`config.mk`:
```
export PLATFORM = sky130hd
export DESIGN_NAME = id_ex_skid
export DESIGN_NICKNAME = d
export VERILOG_FILES = /design/src/rtl/id_ex_skid_pkg.sv /design/src/rtl/id_ex_entry.sv /design/src/rtl/id_ex_skid.sv
export VERILOG_INCLUDE_DIRS = /design/src /design/src/rtl
export SDC_FILE = /design/constraint.sdc
export NUM_CORES = 1
export LEC_CHECK = 0
export BUFFER_PORTS_ARGS = -buffer_cell sky130_fd_sc_hd__buf_2
export CAP_MARGIN = 10
export CORE_UTILIZATION = 46
export CTS_CLUSTER_DIAMETER = 150
export DETAILED_ROUTE_END_ITERATION = 10
export PLACE_DENSITY = 0.76
export SLEW_MARGIN = 20
export SYNTH_ARGS = -nofsm -noshare
export SYNTH_HDL_FRONTEND = slang
export SYNTH_SLANG_ARGS = --single-unit
export TNS_END_PERCENT = 20
```
`constraint.sdc`:
```
create_clock -name clk -period 13.89 [get_ports clk]
set_input_delay 1.389 -clock clk [delete_from_list [all_inputs] [get_ports clk]]
set_output_delay 1.389 -clock clk [all_outputs]
set_load 0.02 [all_outputs]
```
`src/rtl/common.vh`:
```
// Shared width definitions for the ID/EX pipeline slice.
`ifndef COMMON_VH
`define COMMON_VH
`define WORD 32
`endif

```
`src/rtl/id_ex_skid_pkg.sv`:
```
// Shared types and constants for the ID/EX skid buffer.
// Write-back bypass is enabled by defining ID_EX_WB_BYPASS_EN.
`include "common.vh"

package id_ex_skid_pkg;

  typedef enum logic [1:0] {
    EMPTY = 2'd0,
    ONE   = 2'd1,
    FULL  = 2'd2
  } state_t;

  localparam logic [4:0] XZR        = 5'd31;
  localparam int         CTRL_W_DEF = 16;

  // Select write-back data when it targets the operand's register (never XZR).
  function automatic logic [`WORD-1:0] wb_fwd(
    input logic [4:0]       r,
    input logic [`WORD-1:0] d,
    input logic             we,
    input logic [4:0]       wr,
    input logic [`WORD-1:0] wd
  );
    return (we && (wr == r) && (wr != XZR)) ? wd : d;
  endfunction

endpackage

```
`src/rtl/id_ex_entry.sv`:
```
// One ID/EX entry register with per-operand write-back bypass.
// Bypass behaviour exists only when ID_EX_WB_BYPASS_EN is defined.
`include "common.vh"

module id_ex_entry
  import id_ex_skid_pkg::*;
#(
  parameter int CTRL_W = CTRL_W_DEF
) (
  input  logic              clk,
  input  logic              rst,
  input  logic              load,
  input  logic [4:0]        d_r_reg1,
  input  logic [4:0]        d_r_reg2,
  input  logic [4:0]        d_w_reg,
  input  logic [`WORD-1:0]  d_r_data1,
  input  logic [`WORD-1:0]  d_r_data2,
  input  logic [`WORD-1:0]  d_imm,
  input  logic [`WORD-1:0]  d_pc,
  input  logic [CTRL_W-1:0] d_ctrl,
  input  logic              wb_reg_write,
  input  logic [4:0]        wb_w_reg,
  input  logic [`WORD-1:0]  wb_w_data,
  output logic [4:0]        q_r_reg1,
  output logic [4:0]        q_r_reg2,
  output logic [4:0]        q_w_reg,
  output logic [`WORD-1:0]  q_r_data1,
  output logic [`WORD-1:0]  q_r_data2,
  output logic [`WORD-1:0]  q_imm,
  output logic [`WORD-1:0]  q_pc,
  output logic [CTRL_W-1:0] q_ctrl
);

  logic [`WORD-1:0] load_d1, load_d2, hold_d1, hold_d2;

`ifdef ID_EX_WB_BYPASS_EN
  // Incoming operands and held operands both see the same-cycle write-back.
  assign load_d1 = wb_fwd(d_r_reg1, d_r_data1, wb_reg_write, wb_w_reg, wb_w_data);
  assign load_d2 = wb_fwd(d_r_reg2, d_r_data2, wb_reg_write, wb_w_reg, wb_w_data);
  assign hold_d1 = wb_fwd(q_r_reg1, q_r_data1, wb_reg_write, wb_w_reg, wb_w_data);
  assign hold_d2 = wb_fwd(q_r_reg2, q_r_data2, wb_reg_write, wb_w_reg, wb_w_data);
`else
  logic unused_wb;
  assign unused_wb = ^{wb_reg_write, wb_w_reg, wb_w_data};
  assign load_d1   = d_r_data1;
  assign load_d2   = d_r_data2;
  assign hold_d1   = q_r_data1;
  assign hold_d2   = q_r_data2;
`endif

  always_ff @(posedge clk or posedge rst) begin
    if (rst) begin
      q_r_reg1  <= '0;
      q_r_reg2  <= '0;
      q_w_reg   <= '0;
      q_r_data1 <= '0;
      q_r_data2 <= '0;
      q_imm     <= '0;
      q_pc      <= '0;
      q_ctrl    <= '0;
    end else if (load) begin
      q_r_reg1  <= d_r_reg1;
      q_r_reg2  <= d_r_reg2;
      q_w_reg   <= d_w_reg;
      q_r_data1 <= load_d1;
      q_r_data2 <= load_d2;
      q_imm     <= d_imm;
      q_pc      <= d_pc;
      q_ctrl    <= d_ctrl;
    end else begin
      q_r_data1 <= hold_d1;
      q_r_data2 <= hold_d2;
    end
  end

endmodule

```
`src/rtl/id_ex_skid.sv`:
```
// Two-entry ID/EX skid buffer: main entry drives EX, skid absorbs one stall.
// Optional write-back bypass is controlled by ID_EX_WB_BYPASS_EN.
`include "common.vh"

module id_ex_skid
  import id_ex_skid_pkg::*;
#(
  parameter int CTRL_W = CTRL_W_DEF
) (
  input  logic              clk,
  input  logic              rst_n,
  input  logic              in_valid,
  output logic              in_ready,
  input  logic [4:0]        id_r_reg1,
  input  logic [4:0]        id_r_reg2,
  input  logic [4:0]        id_w_reg,
  input  logic [`WORD-1:0]  id_r_data1,
  input  logic [`WORD-1:0]  id_r_data2,
  input  logic [`WORD-1:0]  id_imm,
  input  logic [`WORD-1:0]  id_pc,
  input  logic [CTRL_W-1:0] id_ctrl,
  input  logic              flush,
  input  logic              wb_reg_write,
  input  logic [4:0]        wb_w_reg,
  input  logic [`WORD-1:0]  wb_w_data,
  output logic              out_valid,
  input  logic              out_ready,
  output logic [4:0]        ex_r_reg1,
  output logic [4:0]        ex_r_reg2,
  output logic [4:0]        ex_w_reg,
  output logic [`WORD-1:0]  ex_r_data1,
  output logic [`WORD-1:0]  ex_r_data2,
  output logic [`WORD-1:0]  ex_imm,
  output logic [`WORD-1:0]  ex_pc,
  output logic [CTRL_W-1:0] ex_ctrl,
  output state_t            state
);

  // Handshake: a transfer happens on a rising edge where valid and ready are
  // both high; in_ready/out_valid are registered and depend only on state.
  logic accept, send;
  assign accept = in_valid & in_ready;
  assign send   = out_valid & out_ready;

  logic load_main, load_skid, main_from_skid;
  assign main_from_skid = (state == FULL);
  assign load_main = ~flush & (((state == EMPTY) & accept) |
                               ((state == ONE) & accept & send) |
                               ((state == FULL) & send));
  assign load_skid = ~flush & (state == ONE) & accept & ~send;

  always_ff @(posedge clk or posedge rst_n) begin
    if (rst_n) begin
      state     <= EMPTY;
      in_ready  <= 1'b1;
      out_valid <= 1'b0;
    end else if (flush) begin
      state     <= EMPTY;
      in_ready  <= 1'b1;
      out_valid <= 1'b0;
    end else begin
      case (state)
        EMPTY: if (accept) begin
          state     <= ONE;
          out_valid <= 1'b1;
        end
        ONE: begin
          if (accept & ~send) begin
            state    <= FULL;
            in_ready <= 1'b0;
          end else if (~accept & send) begin
            state     <= EMPTY;
            out_valid <= 1'b0;
          end
        end
        FULL: if (send) begin
          state    <= ONE;
          in_ready <= 1'b1;
        end
        default: begin
          state     <= EMPTY;
          in_ready  <= 1'b1;
          out_valid <= 1'b0;
        end
      endcase
    end
  end

  logic [4:0]        s_r_reg1, s_r_reg2, s_w_reg;
  logic [`WORD-1:0]  s_r_data1, s_r_data2, s_imm, s_pc;
  logic [CTRL_W-1:0] s_ctrl;

  id_ex_entry #(.CTRL_W(CTRL_W)) u_skid (
    .clk(clk), .rst(rst_n), .load(load_skid),
    .d_r_reg1(id_r_reg1), .d_r_reg2(id_r_reg2), .d_w_reg(id_w_reg),
    .d_r_data1(id_r_data1), .d_r_data2(id_r_data2),
    .d_imm(id_imm), .d_pc(id_pc), .d_ctrl(id_ctrl),
    .wb_reg_write(wb_reg_write), .wb_w_reg(wb_w_reg), .wb_w_data(wb_w_data),
    .q_r_reg1(s_r_reg1), .q_r_reg2(s_r_reg2), .q_w_reg(s_w_reg),
    .q_r_data1(s_r_data1), .q_r_data2(s_r_data2),
    .q_imm(s_imm), .q_pc(s_pc), .q_ctrl(s_ctrl)
  );

  id_ex_entry #(.CTRL_W(CTRL_W)) u_main (
    .clk(clk), .rst(rst_n), .load(load_main),
    .d_r_reg1 (main_from_skid ? s_r_reg1  : id_r_reg1),
    .d_r_reg2 (main_from_skid ? s_r_reg2  : id_r_reg2),
    .d_w_reg  (main_from_skid ? s_w_reg   : id_w_reg),
    .d_r_data1(main_from_skid ? s_r_data1 : id_r_data1),
    .d_r_data2(main_from_skid ? s_r_data2 : id_r_data2),
    .d_imm    (main_from_skid ? s_imm     : id_imm),
    .d_pc     (main_from_skid ? s_pc      : id_pc),
    .d_ctrl   (main_from_skid ? s_ctrl    : id_ctrl),
    .wb_reg_write(wb_reg_write), .wb_w_reg(wb_w_reg), .wb_w_data(wb_w_data),
    .q_r_reg1(ex_r_reg1), .q_r_reg2(ex_r_reg2), .q_w_reg(ex_w_reg),
    .q_r_data1(ex_r_data1), .q_r_data2(ex_r_data2),
    .q_imm(ex_imm), .q_pc(ex_pc), .q_ctrl(ex_ctrl)
  );

endmodule

```
==> impl_metrics.tcl, run 1 <==
set metrics [dict create \
    yosysWarnings 0 \
    cts_setup_buffers 0 \
    ctsHoldBuffers 0 \
    synthArstFlopShare_pct 100 \
    synthFlopType "dfrtp_1" \
    r2r_end "u_main.q_r_data1[16]$_DFFE_PP0P_" \
    clock_latency_ns 0.50 \
    hp-class "register to register" \
    drt_iter0_markers 532 \
    clock.fmax_ghz 0.264 \
    min_period_ns 3.79 \
    io-pin-count 365 \
    regArea_sq_mm 0.00806 \
    r2r-start "state[1]$_DFFE_PP0P_" \
    multi_input_area_sq_mm 0.00437 \
    fp.coreArea_sq_mm 0.0272 \
    crit_slowest_cell "buf_4" \
    ir_drop_v 0.000135 \
    clock_sinks 322 \
    remaining_drc_errors 0 \
    drive_above_1_share_pct 38.0 \
    chipWidth_microns 169 \
    required_ns 14.22 \
    crit_path_end_kind "register" \
    worst-path-buf-inv 3 \
    clk_pin_slew_ns 0.06 \
    grt_max_degree 101 \
    wl_per_cell_microns 20.8 \
    start_util_pct 47.2 \
    stdcell_count 1607 \
    routed_wl_microns 33400 \
    ff2ff_setup_slack_ns 10.50 \
    ys_top_cells_by_count "321 x dfrtp_1, 160 x a2bb2oi_1, 159 x o22ai_1" \
    gr-total-overflow 0 \
    arrival_ns 4.12 \
    dp_cells 1538 \
    path_max_fanout 70 \
    post-route-period-util_pct 27.3 \
    hold_end "u_skid.q_r_data2[25]$_DFFE_PP0P_" \
    cts_tree "done" \
    synthTopCellsByArea "dfrtp_1 63%, a2bb2oi_1 11%, mux2_1 8.8%, o22ai_1 7.8%, mux2_2 5.2%" \
    setup_violations 0 \
    reg2reg_depth 6 \
    synth-seq-cells 322 \
    antenna_found_initial 6 \
    critical_path_class "input port to register" \
    status "completed" \
    nets 1405 \
    maxSlewViolCount 0 \
    rsz0062_at_grt "false" \
    post_cts_resized 0 \
    fin_skew_ns 0.0133 \
    synth_cells 914 \
    p_leak_nw 7.13 \
    synth-seq-area-share_pct 62.8 \
    yosysTopAreaCell "dfrtp_1" \
    postRouteAntennaNets 0 \
    hold_depth 1 \
    die_area_sq_mm 0.0286 \
    hold_violations 0 \
    first_global_vias 9764 \
    clockBufferDepth 3 \
    drv_cap 0 \
    numCtsBuffers 35 \
    synth_top_area_share_pct 62.6 \
    max_stage_delay_ns 0.76 \
    routabilityCongestion 0.767 \
    avgSynthCellArea_sq_um 14.0 \
    vias 9339 \
    syn_to_final_growth_pct 24.9 \
    synth_nets 1116 \
    crit_family "buffers and inverters" \
    synth-edff-count 0 \
    drt-pass1-iter-count 4 \
    setup.worst_path.start_class "input port" \
    fp-row-count 60 \
    fillers 2208 \
    tns_ns 0 \
    p_per_area_mw_per_mm2 247 \
    grt_use_total_pct 23.1 \
    vias_per_cell 5.81 \
    die-height_microns 169 \
    grt_pass1_wl_microns 52600 \
    tightest_slew_ns 1.08 \
    htree_levels 2 \
    syn_area_sq_mm 0.0128 \
    synth_most_common_cell "dfrtp_1" \
    hp-start "u_skid.q_r_data2[25]$_DFFE_PP0P_" \
    crit_chain "buf_2 -> a2bb2oi_1 -> nor2_4 -> buf_4 -> buf_4 -> a2bb2oi_1" \
    clockRootBuffer "clkbuf_16" \
    synthDistinctLibCells 27 \
    dp_hpwl_microns 19800 \
    relSlewSlack_pct 28.3 \
    port_buffers 326 \
]
## layout make-up
cell class / count / area share [%]
Tap cell: 372 / 2.90
Clock buffer: 50 / 6.77
Clock inverter: 13 / 1.68
Inverter: 3 / 0.117
Antenna cell: 6 / 0.0937
Multi-Input combinational cell: 500 / 27.2
Timing Repair Buffer: 341 / 10.9
Sequential cell: 322 / 50.3
## report_power, final
group	leakage, nW	switching [mW]	total (mW)	internal [mW]
logic	2.76	0.694	1.25	0.553
clock network	0.671	0.373	1.06	0.692
registers	3.70	0.253	1.65	1.40
total	7.13	1.32	3.97	2.65
## worst max path at each step
stage / to / start / cells past startpoint / slack [ns]
2_1_floorplan: out_valid$_DFFE_PP0P_ / rst_n / 1 / 3.59
3_5_place_dp: u_main.q_r_data1[1]$_DFFE_PP0P_ / in_valid / 7 / 9.57
5_1_grt: u_main.q_imm[5]$_DFFE_PP0P_ / in_valid / 7 / 9.92
6_report: u_main.q_r_data1[16]$_DFFE_PP0P_ / out_ready / 6 / 10.10
4_1_cts: u_main.q_r_data1[16]$_DFFE_PP0P_ / in_valid / 7 / 10.06
3_3_place_gp: u_main.q_r_data1[13]$_DFFE_PP0P_ / in_valid / 7 / 9.58
## cells in the final DEF, fill, tap and decap left out, types with 2 or more instances in the layout
master,Yosys,final
bufinv_16,0,8
clkbuf_16,0,37
clkbuf_8,0,11
dfrtp_1,321,321
clkbuf_1,48,2
clkinv_2,0,4
mux2_1,100,100
o22ai_1,159,159
nor2_1,3,2
nand2_1,2,2
a21o_1,2,2
buf_6,0,2
a2bb2oi_1,160,160
a21oi_1,2,2
mux2_2,59,59
diode_2,0,6
buf_2,22,326
o21ai_0,2,2
buf_4,13,13
inv_1,3,2
## metrics by stage
stage	setup WS (ns)	hold slack, ns	cell area (sq um)	utilization [%]	total power [mW]
after floorplan	3.59	0.458	12800	-	2.46
after global placement	9.58	0.467	14700	53.9	2.85
after detailed placement	9.57	0.475	14700	53.9	2.91
after CTS	10.06	0.488	16000	58.9	3.99
after global routing	9.92	0.498	16000	59.0	4.16
final	10.10	0.485	16000	59.0	3.97
## cells by family (layout without fill, tap and decap cells)
| kind of cell | Yosys count | after routing | synth area share (%) |
|---|---|---|---|
| buffers and inverters | 92 | 407 | 3.29 |
| other | 0 | 6 | 0 |
| muxes | 159 | 159 | 14.0 |
| and+or+nand+nor | 13 | 13 | 0.722 |
| DFF | 322 | 322 | 62.8 |
| AOI/OAI and AO/OA | 328 | 328 | 19.2 |
## worst reg2reg max path: cells and delay by family, from the launching register on
| kind | cells | cell delay [ns] |
|---|---|---|
| flops | 1 | 0.48 |
| buf+inv | 3 | 1.83 |
| simple gates | 1 | 0.28 |
| compound gates | 2 | 0.70 |
## per-layer routing
layer | vias to the layer above | GRT usage (%) | share of wire, %
met2 | 333 | 37.7 | 48
met4 | 0 | 9.60 | 3.5
met5 | - | 0 | 0
li1 | 4144 | - | -
met3 | 89 | 6.17 | 7.1
met1 | 4773 | 29.2 | 41
Note: power is estimated with default switching activity, not from simulation.
==> inputs of run 2 (changes only) <==
- PLACE_DENSITY: 0.76 -> 0.79
- clock period: 13.89 -> 3.17 ns (I/O delays scaled with it)
==> run 2 against run 1 <==
Critical path depth decreased by 2. Utilization fell by 0.10 points. Register-to-register slack got worse by 9.8 ns. Largest cell class unchanged.
==> impl_metrics.tcl, run 2 (same netlist as run 1, synthesis figures left out) <==
set metrics [dict create \
    fin_skew_ns 0.0134 \
    hold_violations 0 \
    postLayoutCoreUtil_pct 58.9 \
    maxSlewViolCount 0 \
    grt_pass1_wl_microns 52100 \
    status "completed" \
    nets 1414 \
    setup.worst_path.start_class "register" \
    routed.top_layer "met5" \
    port_buffers 326 \
    max_stage_delay_ns 0.85 \
    hp-class "input port to register" \
    critical_path_class "register to register" \
    wl_per_cell_microns 20.3 \
    drt_iter0_markers 509 \
    met3_length_microns 2460 \
    drive_above_1_share_pct 38.0 \
    syn_to_final_growth_pct 24.7 \
    drt-pass1-iter-count 4 \
    ir_drop_v 0.000654 \
    fp.coreArea_sq_mm 0.0272 \
    first_global_vias 10100 \
    chipWidth_microns 169 \
    fp-row-count 60 \
    clockRootBuffer "clkbuf_16" \
    arrival_ns 2.86 \
    p_total_mw 16.7 \
    dp_hpwl_microns 20100 \
    final_common_cell "buf_2" \
    post-route-period-util_pct 77.1 \
    grt_use_total_pct 22.7 \
    drv_cap 0 \
    wl_met1_microns 13200 \
    vias_per_cell 5.79 \
    tightest_slew_ns 1.11 \
    cts_setup_buffers 0 \
    postRouteAntennaNets 0 \
    min_period_ns 2.44 \
    crit_slowest_cell "buf_4" \
    numCtsBuffers 35 \
    post-place-ws_ns 0.833 \
    relSlewSlack_pct 25.8 \
    gr-total-overflow 0 \
    crit_family "buffers and inverters" \
    required_ns 3.58 \
    layout_common_cells "326 x buf_2, 321 x dfrtp_1, 160 x a2bb2oi_1" \
    vias 9338 \
    rsz0062_at_grt "false" \
    grt_max_degree 146 \
    routabilityCongestion 0.766 \
    die_area_sq_mm 0.0286 \
    crit_path_end_kind "register" \
    fillers 2211 \
    io-pin-count 365 \
    setup_ws_ns 0.725 \
    wl_met2_microns 16100 \
    cts_tree "done" \
    htree_levels 2 \
    p_per_area_mw_per_mm2 1040 \
    clock_latency_ns 0.50 \
    clockBufferDepth 3 \
    clock.fmax_ghz 0.409 \
    path_max_fanout 92 \
    setup_violations 0 \
    remaining_drc_errors 0 \
    start_util_pct 47.2 \
    clock_sinks 322 \
    p_leak_nw 7.11 \
    crit_chain "nand3b_1 -> buf_4 -> o22ai_1 -> a2bb2oi_1" \
    worst-path-buf-inv 1 \
    antenna_found_initial 3 \
    die-height_microns 169 \
    clk_pin_slew_ns 0.06 \
    routed_wl_microns 32700 \
]
==> run 2: cell types whose count changed in the layout (fill, tap and decap cells not counted), sizes merged <==
cell,before,now
clkbuf,50,48
clkinv,4,13
bufinv,8,1
buf,341,349
inv,4,3
clkinvlp,0,1
dlygate4sd3,0,1
diode,6,2
==> run 2: worst reg2reg max path, cell delays in order (launching register included) <==
cell	delay, ns
dfrtp_1	0.52
nand3b_1	0.32
buf_4	0.85
o22ai_1	0.42
a2bb2oi_1	0.25
==> run 2: repair_timing <==
action / 4_1_cts / 5_1_grt
resized for setup: 0 / 0
hold buffers: 1 / 0
hold endpoints to repair: 22 / 0
endpoints found under the setup margin: 0 / 0
==> run 2: final timing paths <==
kind / from / endpoint / slack [ns] / cells after the start
min: id_r_data2[17] / u_skid.q_r_data2[17]$_DFFE_PP0P_ / 0.04 / 2
min in group asynchronous: rst_n / u_main.q_imm[4]$_DFFE_PP0P_ / 0.48 / 3
max: state[1]$_DFFE_PP0P_ / u_main.q_pc[11]$_DFFE_PP0P_ / 0.73 / 4
max in group asynchronous: rst_n / u_skid.q_pc[22]$_DFFE_PP0P_ / 1.79 / 5
max reg2reg: state[1]$_DFFE_PP0P_ / u_main.q_pc[11]$_DFFE_PP0P_ / 0.73 / 4
min reg2reg: u_skid.q_r_data2[25]$_DFFE_PP0P_ / u_skid.q_r_data2[25]$_DFFE_PP0P_ / 0.49 / 1
==> run 2: through the flow <==
step	setup TNS [ns]	instance area [sq um]	cells	hold WS, ns
2_1_floorplan	-462.83	12800	914	0.452
3_3_place_gp	0	14900	1546	0.433
3_5_place_dp	0	14900	1546	0.448
4_1_cts	0	16000	1610	0.0219
5_1_grt	0	16000	1612	0.0345
6_report	0	16000	1612	0.0417
==> run 2: layout make-up <==
| cell class | instances | area (sq um) | area share [%] |
|---|---|---|---|
| Clock inverter | 15 | 108 | 0.672 |
| Timing Repair Buffer | 350 | 1980 | 12.4 |
| Antenna cell | 2 | 5.00 | 0.0313 |
| Inverter | 3 | 15.0 | 0.0938 |
| Clock buffer | 48 | 1010 | 6.29 |
| Tap cell | 372 | 465 | 2.91 |
| Multi-Input combinational cell | 500 | 4370 | 27.3 |
| Sequential cell | 322 | 8060 | 50.4 |
==> run 2: routing by layer <==
layer	global-route usage, %	vias up
li1	-	4169
met1	27.0	4750
met2	39.2	338
met3	6.24	79
met4	8.73	2
met5	0	-
==> run 2: where the power goes <==
part | internal (mW) | leakage (nW) | total, mW | switching, mW
Sequential | 6.15 | 3.70 | 7.26 | 1.11
Combinational | 2.45 | 2.85 | 5.47 | 3.02
Clock | 2.32 | 0.563 | 3.93 | 1.61
